<file path="src/rtl/de1_soc_io_core.sv">
// de1_soc_io_core: processor-less DE1-SoC top. Switches and push-buttons
// drive a 16-bit accumulator shown on HEX3..HEX0/LEDR; VGA shows colour bars.
//
// Ports:
//   CLOCK_50     50 MHz clock, all registers on its rising edge
//   KEY[2]       asynchronous active-low reset
//   KEY[1]       active-low button: load acc with SW
//   KEY[0]       active-low button: add SW to acc (mod 2^16)
//   SW[9:0]      unsigned operand
//   LEDR[9:0]    acc[9:0]
//   HEX0..HEX3   active-low {g,f,e,d,c,b,a} of acc nibbles 0..3
//   VGA_R/G/B    8-bit colour channels
//   VGA_HS/VS    active-low syncs, 640x480@60
//   VGA_CLK      25 MHz pixel clock
//   VGA_BLANK_N  high in the visible region
//
// Build option: define DE1_SOC_DEBOUNCE_EN to add per-button debounce
// counters (DEBOUNCE_CYCLES consecutive reads to accept/re-arm).
module de1_soc_io_core #(
    parameter int DEBOUNCE_CYCLES = 32
) (
    input  logic       CLOCK_50,
    input  logic [2:0] KEY,
    input  logic [9:0] SW,
    output logic [9:0] LEDR,
    output logic [6:0] HEX0,
    output logic [6:0] HEX1,
    output logic [6:0] HEX2,
    output logic [6:0] HEX3,
    output logic [7:0] VGA_R,
    output logic [7:0] VGA_G,
    output logic [7:0] VGA_B,
    output logic       VGA_HS,
    output logic       VGA_VS,
    output logic       VGA_CLK,
    output logic       VGA_BLANK_N
);

    if (DEBOUNCE_CYCLES < 1) begin : g_bad_param
        $error("DEBOUNCE_CYCLES must be at least 1");
    end

    logic       w_rst_n;
    logic [1:0] r_sync1;
    logic [1:0] r_sync2;
    logic [1:0] w_press;

    assign w_rst_n = KEY[2];

    // Synchronisers idle in the released (high) state.
    always_ff @(posedge CLOCK_50 or negedge w_rst_n) begin
        if (!w_rst_n) begin
            r_sync1 <= 2'b11;
            r_sync2 <= 2'b11;
        end else begin
            r_sync1 <= KEY[1:0];
            r_sync2 <= r_sync1;
        end
    end

`ifdef DE1_SOC_DEBOUNCE_EN
    localparam int CW = $clog2(DEBOUNCE_CYCLES + 1);

    logic [1:0][CW-1:0] r_cnt;
    logic [1:0]         r_armed;
    logic [1:0]         w_hit;

    // Armed: count low reads, fire on the last one and disarm.
    // Disarmed: count high reads, re-arm after a full run.
    always_comb begin
        w_hit   = '0;
        w_press = '0;
        for (int i = 0; i < 2; i++) begin
            w_hit[i]   = (r_cnt[i] == CW'(DEBOUNCE_CYCLES - 1));
            w_press[i] = r_armed[i] & ~r_sync2[i] & w_hit[i];
        end
    end

    always_ff @(posedge CLOCK_50 or negedge w_rst_n) begin
        if (!w_rst_n) begin
            r_cnt   <= '0;
            r_armed <= 2'b11;
        end else begin
            for (int i = 0; i < 2; i++) begin
                if (r_sync2[i] != r_armed[i]) begin
                    if (w_hit[i]) begin
                        r_cnt[i]   <= '0;
                        r_armed[i] <= ~r_armed[i];
                    end else begin
                        r_cnt[i] <= r_cnt[i] + CW'(1);
                    end
                end else begin
                    r_cnt[i] <= '0;
                end
            end
        end
    end
`else
    logic [1:0] r_prev;

    always_ff @(posedge CLOCK_50 or negedge w_rst_n) begin
        if (!w_rst_n) begin
            r_prev <= 2'b11;
        end else begin
            r_prev <= r_sync2;
        end
    end

    assign w_press = r_prev & ~r_sync2;
`endif

    logic [15:0] r_acc;
    logic [9:0]  r_ledr;
    logic [6:0]  r_hex0;
    logic [6:0]  r_hex1;
    logic [6:0]  r_hex2;
    logic [6:0]  r_hex3;

    function automatic logic [6:0] seg7(input logic [3:0] n);
        logic [6:0] s;
        unique case (n)
            4'h0: s = 7'h40;
            4'h1: s = 7'h79;
            4'h2: s = 7'h24;
            4'h3: s = 7'h30;
            4'h4: s = 7'h19;
            4'h5: s = 7'h12;
            4'h6: s = 7'h02;
            4'h7: s = 7'h78;
            4'h8: s = 7'h00;
            4'h9: s = 7'h10;
            4'hA: s = 7'h08;
            4'hB: s = 7'h03;
            4'hC: s = 7'h46;
            4'hD: s = 7'h21;
            4'hE: s = 7'h06;
            4'hF: s = 7'h0E;
        endcase
        return s;
    endfunction

    // Load has priority over add when both pulse together.
    always_ff @(posedge CLOCK_50 or negedge w_rst_n) begin
        if (!w_rst_n) begin
            r_acc  <= '0;
            r_ledr <= '0;
            r_hex0 <= 7'h40;
            r_hex1 <= 7'h40;
            r_hex2 <= 7'h40;
            r_hex3 <= 7'h40;
        end else begin
            if (w_press[1]) begin
                r_acc <= {6'b0, SW};
            end else if (w_press[0]) begin
                r_acc <= r_acc + {6'b0, SW};
            end
            r_ledr <= r_acc[9:0];
            r_hex0 <= seg7(r_acc[3:0]);
            r_hex1 <= seg7(r_acc[7:4]);
            r_hex2 <= seg7(r_acc[11:8]);
            r_hex3 <= seg7(r_acc[15:12]);
        end
    end

    assign LEDR = r_ledr;
    assign HEX0 = r_hex0;
    assign HEX1 = r_hex1;
    assign HEX2 = r_hex2;
    assign HEX3 = r_hex3;

    logic       r_pix_en;
    logic [9:0] r_h;
    logic [9:0] r_v;
    logic       r_hs;
    logic       r_vs;
    logic       r_blank_n;
    logic [7:0] r_r;
    logic [7:0] r_g;
    logic [7:0] r_b;
    logic       w_vis;
    logic [2:0] w_bar;

    always_ff @(posedge CLOCK_50 or negedge w_rst_n) begin
        if (!w_rst_n) begin
            r_pix_en <= 1'b0;
            r_h      <= '0;
            r_v      <= '0;
        end else begin
            r_pix_en <= ~r_pix_en;
            if (r_pix_en) begin
                if (r_h == 10'd799) begin
                    r_h <= '0;
                    r_v <= (r_v == 10'd524) ? 10'd0 : r_v + 10'd1;
                end else begin
                    r_h <= r_h + 10'd1;
                end
            end
        end
    end

    assign w_vis = (r_h < 10'd640) && (r_v < 10'd480);
    assign w_bar = 3'(r_h / 10'd80);

    always_ff @(posedge CLOCK_50 or negedge w_rst_n) begin
        if (!w_rst_n) begin
            r_hs      <= 1'b1;
            r_vs      <= 1'b1;
            r_blank_n <= 1'b0;
            r_r       <= '0;
            r_g       <= '0;
            r_b       <= '0;
        end else begin
            r_hs      <= !((r_h >= 10'd656) && (r_h <= 10'd751));
            r_vs      <= !((r_v >= 10'd490) && (r_v <= 10'd491));
            r_blank_n <= w_vis;
            r_r       <= (w_vis && w_bar[2]) ? 8'hFF : 8'h00;
            r_g       <= (w_vis && w_bar[1]) ? 8'hFF : 8'h00;
            r_b       <= (w_vis && w_bar[0]) ? 8'hFF : 8'h00;
        end
    end

    assign VGA_CLK     = r_pix_en;
    assign VGA_HS      = r_hs;
    assign VGA_VS      = r_vs;
    assign VGA_BLANK_N = r_blank_n;
    assign VGA_R       = r_r;
    assign VGA_G       = r_g;
    assign VGA_B       = r_b;

endmodule

</file>
<file path="config.mk">
export PLATFORM = sky130hd
export DESIGN_NAME = de1_soc_io_core
export DESIGN_NICKNAME = d
export VERILOG_FILES = /design/src/rtl/de1_soc_io_core.sv
export SDC_FILE = /design/constraint.sdc
export NUM_CORES = 1
export LEC_CHECK = 0
export CORE_ASPECT_RATIO = 0.6
export CORE_UTILIZATION = 45
export DETAILED_ROUTE_END_ITERATION = 12
export PLACE_DENSITY = 0.78
export RECOVER_POWER = 25
export SYNTH_ARGS = -nofsm -noshare
export SYNTH_HDL_FRONTEND = slang
export SYNTH_SLANG_ARGS = --single-unit
</file>
<file path="constraint.sdc">
create_clock -name CLOCK_50 -period 2.3 [get_ports CLOCK_50]
set_input_delay 0.23 -clock CLOCK_50 [delete_from_list [all_inputs] [get_ports CLOCK_50]]
set_output_delay 0.23 -clock CLOCK_50 [all_outputs]
set_load 0.02 [all_outputs]
</file>
# [Word level (Yosys, flattened, before mapping)]
# Memories as Yosys holds them, arrays and structs flattened. A register that Yosys moved wholly into a read port is not among the register bits.
# Index checks and enable logic that the tools add are counted.
[word_totals] output_inout_bits=66 n_memories=4 wordCells=54 ff_bits=80 inputBits=14 romBits=448
[classes] bitwise_logic=3 reduce_logical=14 magnitude_cmp=6 add_sub_neg=3 eq_ne=2 div=1 muxes=7
[mem_list] name="(name not given)" words=16 width=7 read_ports=1 rd_clocked_by_memory_dff=1 wr=0 line_no="121" text="unique case (n)"
[mem_list] name="(name not given)" words=16 width=7 read_ports=1 rd_clocked_by_memory_dff=1 wr=0 line_no="121"
[mem_list] name="(name not given)" words=16 width=7 read_ports=1 rd_clocked_by_memory_dff=1 wr=0 line_no="121"
[mem_list] name="(name not given)" words=16 width=7 read_ports=1 rd_clocked_by_memory_dff=1 wr=0 line_no="121"
[op_table] cell="two-way mux 16 bit" count=2
[op_table] cell="two-way mux 8 bit" count=3
[op_table] cell="adder 10 x 1 -> 10 bit (second input constant)" count=2
[op_table] cell="equality test 10 bit (second input constant)" count=2
[op_table] cell="two-way mux 10 bit" count=2
[op_table] cell="adder 16 x 10 -> 16 bit" count=1
[op_table] cell="divider 10 x 7 -> 10 bit (second input constant)" count=1
[op_table] cell="greater-or-equal comparator 10 bit (second input constant)" count=1
[op_table] cell="greater-or-equal comparator 10 x 9 -> 1 bit (second input constant)" count=1
[op_table] cell="<= comparator 10 bit (second input constant)" count=1
[op_table] cell="<= comparator 10 x 9 -> 1 bit (second input constant)" count=1
[op_table] cell="less-than comparator 10 bit (second input constant)" count=1
[op_table] cell="less-than comparator 10 x 9 -> 1 bit (second input constant)" count=1
[op_table] cell="logical AND 1 bit" count=6
[op_table] cell="logical NOT 1 bit" count=6
[op_table] cell="bitwise AND 2 bit" count=1
[op_table] cell="inverter 2 bit" count=1
[op_table] cell="AND reduction 2 bit" count=1
[op_table] cell="nonzero test 2 bit" count=1
[op_table] cell="inverter 1 bit" count=1

# [Longest topological paths before layout]
[depth] ltp_word=4 ltp_mapped=9 depth_no_buf=9

# [Worst setup path before layout]
# No wires, ideal clock.
[synth_path] path_type="register to register" from="register r_acc[0]" to="register r_acc[6]" period_less_slack_ns=2.019 path_buffers=0 stages_incl_launch_ff=10 required_ns=2.174 arrival_ns=1.893 path_slack_ns=0.281 setup_time_ns=0.126 path_cell_list="dfrtp_1 > ha_1 > inv_1 > fa_1 > nor2b_1 > o2111ai_1 > nand2_1 > nor2_1 > xnor2_1 > a221o_1"
[synth_via] elab_chain_cells=3
[synth_lines] element="from (decl)" line_no="112" text="logic [15:0] r_acc;"
[synth_lines] element="from (signal assigned)" line_no="153" text="r_acc <= {6'b0, SW};"
[synth_lines] element="from (signal assigned)" line_no="155" text="r_acc <= r_acc + {6'b0, SW};"
[synth_lines] element="adder 16 x 10 -> 16 bit" line_no="155"
[synth_lines] element="two-way mux 16 bit" line_no="154" text="end else if (w_press[0]) begin"
[synth_lines] element="two-way mux 16 bit" line_no="152" text="if (w_press[1]) begin"
# No other way between the ends. The select of a mux whose other input is x is not followed.
# A chain may end at the register's enable or synchronous reset.

# [Worst setup path after layout]
[layout_path] from="register r_acc[1]" to="register r_acc[9]"
# The elaborated chain is that of the path after synthesis.

==> implementation parameters <==
Parameter                              Value

Drt
  DRT Pass-1 Iters ... 5
  DRC violations left ... 0
  Count of vias placed by the detailed router ... 3800
  Per-cell routed wire length ... 14.1 um
  Number of vias per cell ... 5.34
  Wire length reported by the detailed router ... 10100 um
  Number of design-rule violations left by the first detailed-router iteration ... 291
  Remaining antenna violation count after routing ... 0

Hold path
  Number of cells on the worst hold path ... 0
  Worst hold path class ... reg2reg

CTS
  Clock latency reported for the late side of the worst-skew pair ... 0.34 ns
  Clock tree root driver cell ... sky130_fd_sc_hd__clkbuf_16
  # Post-CTS Setup Buffers ... 0
  CTS Buffer Depth ... 2
  H-tree levels ... 3
  Clock sinks ... 87
  Number of buffers created by CTS ... 9
  Clock tree from TritonCTS ... built
  Clock transition at path regs ... 0.06 ns

Power
  Final Power ... 5.18 mW
  Static leakage ... 2.61 nW
  Pwr Density ... 851 nW/um2
  Worst-case vdd ir drop ... 0.494 mV

Timing
  Final worst path period share ... 92.9%
  Finish-stage setup viols ... 0
  Unrepaired setup endpoints after global routing ... false
  Minimum setup slack in the final design ... 0.162 ns
  Shortest period the worst path allows ... 2.14 ns
  Worst max-slew margin expressed relative to the limit ... 29.5%
  Final hold violation count ... 0
  Fmax ... 0.468 GHz
  Tightest Pin Transition ... 1.06 ns
  Fin Clk Skew ... 0.00468 ns
  Number of slew-limit violations in the final report ... 0

Floorplanning
  Core region area ... 10600 um2
  Number of placement rows ... 29
  Effective utilization at floorplan ... 46.3%
  Die Outline Area ... 11300 um2
  Die outline height ... 82.9 um
  Width of the die ... 137 um
  I/O pin total ... 80

Run status
  Run status ... finished clean

Yosys
  Mapped Avg Cell Area ... 9.83 um2
  Register bit total from synthesis ... 87
  Number of synthesized flops with an enable pin ... 0
  YS warnings ... 0
  Most frequently used flop master after synthesis ... sky130_fd_sc_hd__dfrtp_1
  Part of the Yosys area used for sequential elements ... 44.7%
  Proportion of register bits with asynchronous set or reset after synthesis ... 100%
  Cell area after synthesis ... 4910 um2
  Syn Inst Count ... 499
  Yosys cell types ... 63
  Post-Synthesis Net Count ... 552

Global routing
  Via count of the first global-routing pass ... 3680
  Global-route wire length before repair ... 17300 um
  GRT Resource Usage Total ... 19.4%
  Met2 usage in global routing ... 30.9%
  Initial antenna violation count ... 0
  Global routing's busiest layer ... met2
  Met3 Track Usage GR ... 4.58%
  Pin count of the biggest net entering global routing ... 44
  Grt total ovfl ... 0
  GR Util met1 ... 25.9%

Layout
  Antenna diode count ... 0
  Relative area change from synthesis to final layout ... 24.1%
  Post-layout net count ... 622
  Share of the core filled with cells ... 57.5%
  Share of cells above drive strength 1 ... 9.42%
  Finished Layout Cells ... 712
  Filler cells ... 894
  Most frequent standard cell in the layout excluding fill and tap cells ... sky130_fd_sc_hd__clkdlybuf4s50_1
  Most frequent cells in the layout ... sky130_fd_sc_hd__clkdlybuf4s50_1 (76), sky130_fd_sc_hd__dfrtp_1 (75), sky130_fd_sc_hd__nor2_1 (46)

Critical path
  CP Data Arrival Time ... 2.36 ns
  Critical path class ... reg2reg
  CP Launch Type ... flop
  Number of cells on the worst reg-to-reg path ... 7
  Worst-case register-to-register setup slack ... 0.16 ns
  Data required time at the worst endpoint ... 2.52 ns
  Critical path peak fanout ... 5
  Kind of end point of the critical path ... flop

Placed design
  Post-placement cell count ... 696
  Pre-CTS setup slack ... -0.137 ns
  GP Congestion ... 0.863
  Number of buffers inserted by port buffering ... 79
  Detailed-placement wirelength estimate ... 7290 um

Job
  Max-cap check violation count ... 0
==> path summary, 6_finish.rpt <==
path,startpoint,to
max,r_acc[1],r_acc[9]
min,r_sync1[0],r_sync2[0]
max reg2reg,r_acc[1],r_acc[9]
min reg2reg,r_sync1[0],r_sync2[0]
max in group asynchronous,KEY[2],HEX0[6]
min in group asynchronous,KEY[2],r_h[1]
==> cell usage after synthesis, types with 12 or more instances <==
cell                      number  area (um2)
sky130_fd_sc_hd__dfrtp_1      75        1880
sky130_fd_sc_hd__a21oi_1      26         130
sky130_fd_sc_hd__o21ai_0      30         150
sky130_fd_sc_hd__inv_1        25        93.8
sky130_fd_sc_hd__nor2b_1      12        75.1
sky130_fd_sc_hd__mux2i_1      13         130
sky130_fd_sc_hd__buf_4        21         158
sky130_fd_sc_hd__nor2_1       46         173
sky130_fd_sc_hd__xnor2_1      19         166
sky130_fd_sc_hd__ha_1         38         475
sky130_fd_sc_hd__nand2_1      40         150
sky130_fd_sc_hd__dfstp_2      12         315
sky130_fd_sc_hd__nand3_1      13        65.1
==> repair_timing <==
item,CTS,global route
hold buffers,1,0
hold endpoints to repair,35,0
gates resized for setup,0,0
setup endpoints to repair,0,0
==> critical path: stages (launching register included) <==
cell and delay (ns):
sky130_fd_sc_hd__dfrtp_1 0.44, sky130_fd_sc_hd__ha_1 0.29, sky130_fd_sc_hd__a21oi_1 0.20, sky130_fd_sc_hd__nand4b_1 0.18, sky130_fd_sc_hd__nand3_1 0.16, sky130_fd_sc_hd__o41ai_1 0.49
sky130_fd_sc_hd__or4_1 0.19, sky130_fd_sc_hd__nand3_1 0.06
==> sequential cells by signal, indices dropped and copies added, names as in the netlist, 2 cells and up <==
register	count
HEX2	7
r_v	10
HEX1	7
r_sync2	2
r_h	10
r_prev	2
r_sync1	2
r_acc	16
HEX0	7
LEDR	10
HEX3	7
==> cell families after synthesis <==
logic type / count (synthesis) / share of synthesized area (%)
xor gates and xnor gates: 21 / 3.75
adders and majority gates: 40 / 10.3
and+or+nand+nor: 166 / 17.5
AOI/OAI and AO/OA: 100 / 12.6
muxes: 17 / 4.26
DFF: 87 / 44.7
buffers and inverters: 68 / 6.99
==> routing by layer <==
layer | vias up | wire length (um)
met4 | 0 | 139
met5 | - | 0
met1 | 1819 | 4680
met2 | 119 | 4700
li1 | 1847 | -
met3 | 15 | 550
==> area by class of cell <==
cell class	count	area (um2)	area share [%]
clock buffer	11	233	3.82
clock inverter	4	95.1	1.56
inverter	26	97.6	1.60
multi-input combinational	344	2370	38.9
sequential	87	2190	36.0
tap	139	174	2.86
timing repair buffer	101	927	15.2
==> metrics by stage <==
stage                     TNS (ns)  instance area, um2  hold slack [ns]
final                            0                6090            0.362
after global routing             0                6090            0.367
after CTS                        0                6120            0.292
after detailed placement    -0.514                5780            0.259
after global placement      -0.120                5780            0.254
after floorplan                  0                4910          -0.0656
==> where the power goes <==
part | total [mW] | switching (mW) | internal (mW)
combinational | 1.67 | 0.900 | 0.772
sequential | 1.89 | 0.112 | 1.78
clock | 1.62 | 0.566 | 1.05
total | 5.18 | 1.58 | 3.61
No activity file was read; power rests on OpenSTA's default activity.
